File: config.mk
export PLATFORM = sky130hd
export DESIGN_NAME = div_sequencer
export DESIGN_NICKNAME = d
export VERILOG_FILES = /design/src/rtl/div_sequencer_pkg.sv /design/src/rtl/div_sequencer_step.sv /design/src/rtl/div_sequencer.sv
export SDC_FILE = /design/constraint.sdc
export NUM_CORES = 1
export LEC_CHECK = 0
export CAP_MARGIN = 20
export CELL_PAD_IN_SITES_DETAIL_PLACEMENT = 1
export CELL_PAD_IN_SITES_GLOBAL_PLACEMENT = 2
export CORE_MARGIN = 2
export CORE_UTILIZATION = 35
export CTS_BUF_LIST = sky130_fd_sc_hd__clkbuf_4
export DETAILED_ROUTE_END_ITERATION = 8
export PLACE_DENSITY = 0.91
export SYNTH_ARGS = -nofsm -noshare
export SYNTH_HDL_FRONTEND = slang
export SYNTH_SLANG_ARGS = --single-unit
File: constraint.sdc
create_clock -name clk -period 7.5 [get_ports clk]
set_clock_uncertainty 0.15 [all_clocks]
set_input_delay 1.125 -clock clk [delete_from_list [all_inputs] [get_ports clk]]
set_output_delay 1.125 -clock clk [all_outputs]
set_load 0.01 [all_outputs]
File: src/rtl/div_sequencer_pkg.sv
// Shared definitions for the iterative divider: FSM encoding, default width
// and the HI/LO write-select codes also used by the ALU decoder.
package div_sequencer_pkg;

  localparam int DEFAULT_WIDTH = 32;

  typedef enum logic [1:0] {
    IDLE = 2'd0,
    CALC = 2'd1,
    FIX  = 2'd2,
    DONE = 2'd3
  } div_state_e;

  // HI/LO write-select codes; a divide result always writes both halves.
  typedef enum logic [1:0] {
    HILO_SEL_NONE = 2'd0,
    HILO_SEL_LO   = 2'd1,
    HILO_SEL_HI   = 2'd2,
    HILO_SEL_BOTH = 2'd3
  } hilo_sel_e;

endpackage

File: src/rtl/div_sequencer_step.sv
// One restoring-division iteration: shift {rem,quo} left, trial-subtract the
// divisor from the WIDTH+1-bit partial remainder, quotient bit = no borrow.
module div_step
  import div_sequencer_pkg::*;
#(
  parameter int WIDTH = DEFAULT_WIDTH
) (
  input  logic [WIDTH-1:0] rem,
  input  logic [WIDTH-1:0] quo,
  input  logic [WIDTH-1:0] divisor,
  output logic [WIDTH-1:0] rem_next,
  output logic [WIDTH-1:0] quo_next
);

  logic [WIDTH:0] shifted;
  logic           no_borrow;

  // Trial subtraction; the difference always fits WIDTH bits because the
  // incoming remainder is below the divisor.
  always_comb begin
    shifted   = {rem, quo[WIDTH-1]};
    no_borrow = (shifted >= {1'b0, divisor});
    rem_next  = no_borrow ? WIDTH'(shifted - {1'b0, divisor}) : shifted[WIDTH-1:0];
    quo_next  = {quo[WIDTH-2:0], no_borrow};
  end

endmodule

File: src/rtl/div_sequencer.sv
// Multi-cycle divider controller for the EX stage. Stalls the pipeline while
// running and delivers quotient (LO) / remainder (HI) with a one-cycle strobe.
//
//  state | meaning
//  IDLE  | waiting for start; zero divisor goes straight to DONE
//  CALC  | WIDTH restoring iterations on the operand magnitudes
//  FIX   | apply result signs and register quotient/remainder
//  DONE  | one-cycle done/hilo_we pulse
module div_sequencer
  import div_sequencer_pkg::*;
#(
  parameter int WIDTH = DEFAULT_WIDTH
) (
  input  logic             clk,
  input  logic             rst,
  input  logic             start,
  input  logic             is_signed,
  input  logic [WIDTH-1:0] dividend,
  input  logic [WIDTH-1:0] divisor,
  input  logic             flush,
  output logic             stall,
  output logic             busy,
  output logic             done,
  output logic             hilo_we,
  output logic [WIDTH-1:0] quotient,
  output logic [WIDTH-1:0] remainder
);

  localparam int CNT_W = $clog2(WIDTH);

  div_state_e       state, state_next;
  logic [CNT_W-1:0] count;
  logic [WIDTH-1:0] rem_r, quo_r, dvsr_r;
  logic [WIDTH-1:0] rem_next, quo_next;
  logic [WIDTH-1:0] dividend_mag, divisor_mag;
  logic             neg_q, neg_r;
  logic             accept;

  div_step #(.WIDTH(WIDTH)) u_step (
    .rem      (rem_r),
    .quo      (quo_r),
    .divisor  (dvsr_r),
    .rem_next (rem_next),
    .quo_next (quo_next)
  );

  // Operand magnitudes; only signed operations take the absolute value.
  always_comb begin
    accept       = (state == IDLE) && start && !flush;
    dividend_mag = (is_signed && dividend[WIDTH-1]) ? (~dividend + 1'b1) : dividend;
    divisor_mag  = (is_signed && divisor[WIDTH-1])  ? (~divisor + 1'b1)  : divisor;
  end

  // State register.
  always_ff @(posedge clk or posedge rst) begin
    if (rst) state <= IDLE;
    else     state <= state_next;
  end

  // Next-state and handshake outputs; flush aborts any non-idle state.
  always_comb begin
    state_next = state;
    stall      = 1'b0;
    done       = 1'b0;
    case (state)
      IDLE: begin
        stall = start && !flush;
        if (accept) state_next = (divisor == '0) ? DONE : CALC;
      end
      CALC: begin
        stall = 1'b1;
        if (flush)               state_next = IDLE;
        else if (count == '0)    state_next = FIX;
      end
      FIX: begin
        stall      = 1'b1;
        state_next = flush ? IDLE : DONE;
      end
      DONE: begin
        done       = !flush;
        state_next = IDLE;
      end
      default: state_next = IDLE;
    endcase
    busy    = (state != IDLE);
    hilo_we = done;
  end

  // Datapath: operand capture, iteration, sign fix-up and result registers.
  always_ff @(posedge clk or posedge rst) begin
    if (rst) begin
      count     <= '0;
      rem_r     <= '0;
      quo_r     <= '0;
      dvsr_r    <= '0;
      neg_q     <= 1'b0;
      neg_r     <= 1'b0;
      quotient  <= '0;
      remainder <= '0;
    end else begin
      case (state)
        IDLE: begin
          if (accept) begin
            if (divisor != '0) begin
              rem_r  <= '0;
              quo_r  <= dividend_mag;
              dvsr_r <= divisor_mag;
              neg_q  <= is_signed && (dividend[WIDTH-1] ^ divisor[WIDTH-1]);
              neg_r  <= is_signed && dividend[WIDTH-1];
              count  <= CNT_W'(WIDTH - 1);
            end else begin
              quotient  <= '1;
              remainder <= dividend;
            end
          end
        end
        CALC: begin
          if (!flush) begin
            rem_r <= rem_next;
            quo_r <= quo_next;
            if (count != '0) count <= count - 1'b1;
          end
        end
        FIX: begin
          // An aborted FIX leaves the previous result in place.
          if (!flush) begin
            quotient  <= neg_q ? (~quo_r + 1'b1) : quo_r;
            remainder <= neg_r ? (~rem_r + 1'b1) : rem_r;
          end
        end
        default: ;
      endcase
    end
  end

endmodule

==> metrics.cfg, run 1 <==
[outcome]
status=complete, no violations

[pwr]
seqPwrFrac_pct=33.7
p_leak_uw=0.00560
switchingPower_uw=2200
ir_drop_mv=0.120
p_comb_share_pct=55.1
p_per_area_nw_per_um2=347
p_clk_share_pct=11.1
netSwitchingFraction_pct=46.9
finalPower_uw=4680
intPower_uw=2490

[floorplanning]
die_h_um=186
start_util_pct=35.6
die_x_um=186
die_area_um2=34600
coreArea_um2=32500
io_pins=137
core.rowCount=66

[timing]
finalCritPeriodShare_pct=58.2
final_max_slew_viol_count=0
setup_viol=0
max-slew-margin-rel_pct=36.0
rsz0062_at_grt=false
setup_tns_ns=0
setup_slack_ns=3.13
hold_viol=0
tightest_slew_ns=0.960
clock.fmax_mhz=229
min_period_ns=4.37

[setup_path]
cp_max_fo=55
path_delay_family=simple AND/OR/NAND/NOR gates
worstPathArrival_ns=4.69
critPathKind=input port to flip-flop
crit_chain=clkdlybuf4s50_1 > or4_4 > nor3_2 > and2_1 > nand2_2 > nor3_4 > nand3_2 > a21oi_4 > buf_4 > nand2_1 > o22a_1
max_stage_delay_ns=0.60
path_buf_inv=2
cp.required_ns=7.82
setup.worst_path.start_class=input port
cp_slowest_cell=or4_4
cp-end-kind=flip-flop

[synth]
ys_ff_latch=169
yosys_warnings=0
synth_cell_types=67
yosysTopAreaCell=dfrtp_1
synth_nets=1507
syn_avg_cell_area_um2=8.31
synth_top_area_share_pct=36.5
synth_seq_area_share_pct=36.5
syn-cell-area_um2=11600
synth_area_leaders=dfrtp_1 37%, o21ai_0 7.5%, xor2_1 7.2%
synth_edf_count=0
ys.flop_type=dfrtp_1
synthArstFlopShare_pct=100
syn_inst=1394

[job]
drv_cap=0

[clocking]
cts_hold_buf=0
post_cts_buffers=0
clk_pin_slew_ns=0.14
clock_path_buffers=2
cts_max_level=4
cts.repair.resized=0
cts-root-buf=clkbuf_4
cts_buffers=17
cts_sinks=169
clkLatencyLatePin_ns=0.59
cts_tree=done

[final_layout]
fin_area_um2=13500
num-nets-final=1590
multiInputGateArea_um2=6770
nFillCells=3934
layout_common_cells=219 x nand2_1, 173 x o21ai_0, 169 x dfrtp_1, 136 x clkdlybuf4s50_1, 95 x xor2_1
drive_above_1_share_pct=4.36
syn_to_final_growth_pct=16.5
final_util_pct=41.5
regArea_um2=4230
layout_commonest_cell=nand2_1

[global_route]
grt_usage_pct=19.5
grt_pass1_vias=10200
grt_pass1_wl_um=53600
antenna_found_initial=1
grt_max_degree=109
grt_overflow=0

[routing]
drt.antenna.violating_nets=0
via_per_inst=5.29
drtIter0Drc=486
remaining_drc_errors=0
vias=10200
drtPass1Iterations=4
routedWlPerCell_um=17.3
wl_um=33400

[place]
port-buffer-count=136
hpwl_um=25800
pre_cts_ws_ns=2.55
placed_area_um2=13200
routabilityCongestion=0.858

[worst_hold_path]
min-delay-path-class=flip-flop to flip-flop

[routing by layer]
| metal | track usage (%) | up-vias | share of wire (%) |
|---|---|---|---|
| met3 | 2.47 | 25 | 3.8 |
| met2 | 33.0 | 192 | 47 |
| met5 | 0 | - | 0 |
| met1 | 26.5 | 4919 | 48 |
| li1 | - | 5091 | - |
| met4 | 4.44 | 0 | 1.1 |
[cell families (layout without fill, tap and decap cells)]
family | Yosys count | in the layout | synth area share, %
adder cells (fa/ha/maj) | 44 | 44 | 4.82
buffers and inverters | 145 | 241 | 5.22
multiplexers | 32 | 32 | 2.79
AO/OA/AOI/OAI | 416 | 416 | 22.2
other | 0 | 1 | 0
flip-flops | 169 | 169 | 36.5
AND/OR/NAND/NOR | 440 | 440 | 17.2
XOR/XNOR | 148 | 148 | 11.2
[synthesized netlist by cell type (2+ instances only)]
cell	count
o22a_1	12
o21ai_1	4
a221o_1	15
nor2b_1	7
nand3_1	19
o41ai_2	2
a21o_1	18
nand4_1	6
o21bai_1	5
o21ai_0	173
o211ai_1	4
nor2_1	90
a211oi_1	3
nor3_1	19
a21oi_1	75
inv_1	63
buf_1	2
and2_1	3
and2_0	2
a311o_1	3
nand2_1	219
o31ai_1	22
ha_1	43
o21a_1	5
or3_1	15
o221ai_1	15
xor2_1	95
and3_1	6
nor4_1	13
o41ai_1	12
a22oi_1	2
nand2b_1	10
xnor2_1	53
a31oi_1	35
or4_1	12
or2_2	5
buf_4	8
mux2_2	2
clkbuf_1	53
and4_1	2
buf_2	18
dfrtp_1	169
nand4b_1	2
mux2i_1	30
[per-stage QoR]
step	hold slack [ns]	cells
final	0.349	1933
after global placement	0.314	1899
after detailed placement	0.321	1899
after floorplan	0.335	1394
after CTS	0.354	1931
after global routing	0.392	1933
[worst reg2reg max path: stages, from the launching register on]
cell and delay, ns:
dfrtp_1 0.53, ha_1 0.46, and3_1 0.25, nand4_1 0.10, a21oi_1 0.30, o21ai_0 0.24
a21oi_1 0.35, or3_1 0.33, and2_1 0.30, buf_4 0.44, nand2_1 0.33, o221ai_1 0.28
[state kept, by name (all words and copies together) (netlist names)]
register	cells
dvsr_r	32
quo_r	32
quotient	32
rem_r	32
remainder	32
count	5
state	2
neg_q	1
neg_r	1
[final cells by class]
| type | count | share of cell area (%) |
|---|---|---|
| flip-flops and latches | 169 | 31.3 |
| multi-input cells | 1080 | 50.1 |
| repair buffers | 146 | 10.7 |
| clock inverters | 15 | 0.992 |
| inverters | 63 | 1.79 |
| diodes | 1 | 0.0185 |
| well taps | 442 | 4.10 |
| clock buffers | 17 | 0.945 |
[power by group through the flow]
stage | Combinational (µW) | Clock (µW) | Sequential (µW)
3_5_place_dp | 2590 | 0 | 1600
4_1_cts | 2590 | 541 | 1580
6_report | 2580 | 522 | 1580
2_1_floorplan | 1790 | 0 | 1510
5_1_grt | 2890 | 575 | 1630
3_3_place_gp | 2510 | 0 | 1590
[path summary, 6_finish.rpt]
kind	from	endpoint	slack, ns	depth (start not counted)
worst min register to register	remainder[11]	remainder[11]	0.35	2
max in group asynchronous	rst	quo_r[20]	4.79	3
worst min-delay path	remainder[11]	remainder[11]	0.35	2
min in group asynchronous	rst	quotient[4]	0.96	2
worst max-delay path	divisor[9]	quotient[17]	3.13	11
worst max register to register	rem_r[8]	rem_r[24]	3.38	11
No activity file was read; power rests on OpenSTA's default activity.
==> run 2, diff against run 1 <==
==> constraint.sdc (replaced) <==
create_clock -name clk -period 4.14 [get_ports clk]
set_clock_uncertainty 0.15 [all_clocks]
set_input_delay 0.621 -clock clk [delete_from_list [all_inputs] [get_ports clk]]
set_output_delay 0.621 -clock clk [all_outputs]
set_load 0.01 [all_outputs]
==> metrics.cfg, run 2 (synthesis gave the netlist of run 1 again) <==
[outcome]
status=complete, no violations

[final_layout]
num-nets-final=1605
syn_to_final_growth_pct=18.0
layout_common_cells=219 x nand2_1, 173 x o21ai_0, 169 x dfrtp_1, 136 x clkdlybuf4s50_1, 95 x xor2_1
regArea_um2=4230
drive_above_1_share_pct=5.38
nFillCells=3962
final_util_pct=42.0
finalNonFillerCells=1948
multiInputGateArea_um2=6770
layout_commonest_cell=nand2_1

[setup_path]
cp-end-kind=flip-flop
critPathKind=flip-flop to flip-flop
worstPathArrival_ns=4.05
cp_max_fo=4
cp_num_cells=13
reg2reg_setup_slack_ns=0.40
setup.worst_path.start_class=flip-flop
crit_chain=inv_1 > ha_1 > inv_1 > fa_1 > a211oi_1 > o21ai_0 > nand2_1 > o221ai_1 > a311o_1 > a21oi_1 > o21ai_0 > mux2i_1 > o311ai_1
max_stage_delay_ns=0.49
rr_worst_depth=13
path_buf_inv=2
cp_slowest_cell=dfrtp_1
path_delay_family=compound AO/OA/AOI/OAI gates
cp.required_ns=4.45

[global_route]
grt_usage_pct=20.3
grt_overflow=0
antenna_found_initial=2
grt_pass1_wl_um=55800
grt_pass1_vias=10400
grt_max_degree=102

[worst_hold_path]
min-delay-path-class=input port to async pin

[job]
drv_cap=0

[place]
port-buffer-count=136
hpwl_um=27000
routabilityCongestion=0.872
placed_cells=1915

[timing]
min_period_ns=3.74
setup_viol=0
clock.fmax_mhz=267
hold_viol=0
finalCritPeriodShare_pct=90.4
tightest_slew_ns=1.03
max-slew-margin-rel_pct=31.7
rsz0062_at_grt=false
final_max_slew_viol_count=0
hold_slack_ns=0.275
setup_tns_ns=0

[clocking]
cts_hold_buf=0
cts-root-buf=clkbuf_4
cts_buffers=17
cts_max_level=4
clkLatencyLatePin_ns=0.59
cts.repair.resized=0
cts_sinks=169
clock_path_buffers=2
post_cts_buffers=0
clk_pin_slew_ns=0.17
cts_tree=done

[pwr]
p_per_area_nw_per_um2=635
finalPower_uw=8680
p_leak_uw=0.00569
ir_drop_mv=0.217

[routing]
drtPass1Iterations=5
vias=10400
drtIter0Drc=536
wl_um=34600
remaining_drc_errors=0
routedWlPerCell_um=17.8
drt.antenna.violating_nets=0
via_per_inst=5.36

[floorplanning]
start_util_pct=35.6
die_area_um2=34600
coreArea_um2=32500
core.rowCount=66
die_x_um=186
io_pins=137
die_h_um=186

-- run 2: cell types whose count changed in the layout (fill, tap and decap cells not counted) --
cell	before	now
clkinvlp_4	2	4
bufinv_16	0	1
buf_4	9	21
clkinv_1	1	0
clkbuf_4	17	18
buf_12	1	4
clkinv_4	4	1
-- run 2: where the power goes --
part / switching [µW] / leakage, µW / internal [µW]
Combinational: 2770 / 0.00350 / 2040
Sequential: 595 / 0.00204 / 2240
Clock: 699 / 0.000148 / 331
-- run 2: path summary, 6_finish.rpt --
| path | startpoint | end |
|---|---|---|
| min | rst | quotient[8] |
| max reg2reg | quo_r[31] | rem_r[30] |
| max in group asynchronous | rst | dvsr_r[26] |
| min in group clk | remainder[0] | remainder[0] |
| max | quo_r[31] | rem_r[30] |
| min reg2reg | remainder[0] | remainder[0] |
-- run 2: per-stage QoR --
step	cell area, µm²	setup WS [ns]
floorplan	11600	1.09
global placement	13400	0.212
detailed placement	13400	0.0709
CTS	13700	0.460
global route	13700	0.182
finish	13700	0.396
-- run 2: area by class of cell --
| class | instances | share of cell area (%) |
|---|---|---|
| Multi-Input combinational cell | 1080 | 49.5 |
| Sequential cell | 169 | 30.9 |
| Timing Repair Buffer | 161 | 11.7 |
| Tap cell | 442 | 4.04 |
| Inverter | 63 | 1.76 |
| Clock inverter | 14 | 1.10 |
| Clock buffer | 18 | 0.988 |
| Antenna cell | 1 | 0.0183 |
-- run 2: metal layers --
metal / share of wire, % / vias to the layer above / track usage, %
met5: 0.026 / - / 0
met1: 48 / 5114 / 27.6
met2: 47 / 175 / 34.2
li1: - / 5114 / -
met3: 3.4 / 33 / 2.97
met4: 1.4 / 2 / 4.31
-- run 2: worst register-to-register path, stage by stage, from the launching register on --
cell	delay (ns)
dfrtp_1	0.49
inv_1	0.10
ha_1	0.17
inv_1	0.06
fa_1	0.43
a211oi_1	0.32
o21ai_0	0.22
nand2_1	0.23
o221ai_1	0.21
a311o_1	0.47
a21oi_1	0.26
o21ai_0	0.21
mux2i_1	0.20
o311ai_1	0.11
==> run 3, diff against run 2 <==
--- a/config.mk
+++ b/config.mk
@@ -13,6 +13,7 @@
 export CTS_BUF_LIST = sky130_fd_sc_hd__clkbuf_4
 export DETAILED_ROUTE_END_ITERATION = 8
 export PLACE_DENSITY = 0.91
+export SLEW_MARGIN = 10
 export SYNTH_ARGS = -nofsm -noshare
 export SYNTH_HDL_FRONTEND = slang
 export SYNTH_SLANG_ARGS = --single-unit
==> results of run 3 <==
Same layout as run 2: the final DEF is identical, and so are final timing and power.
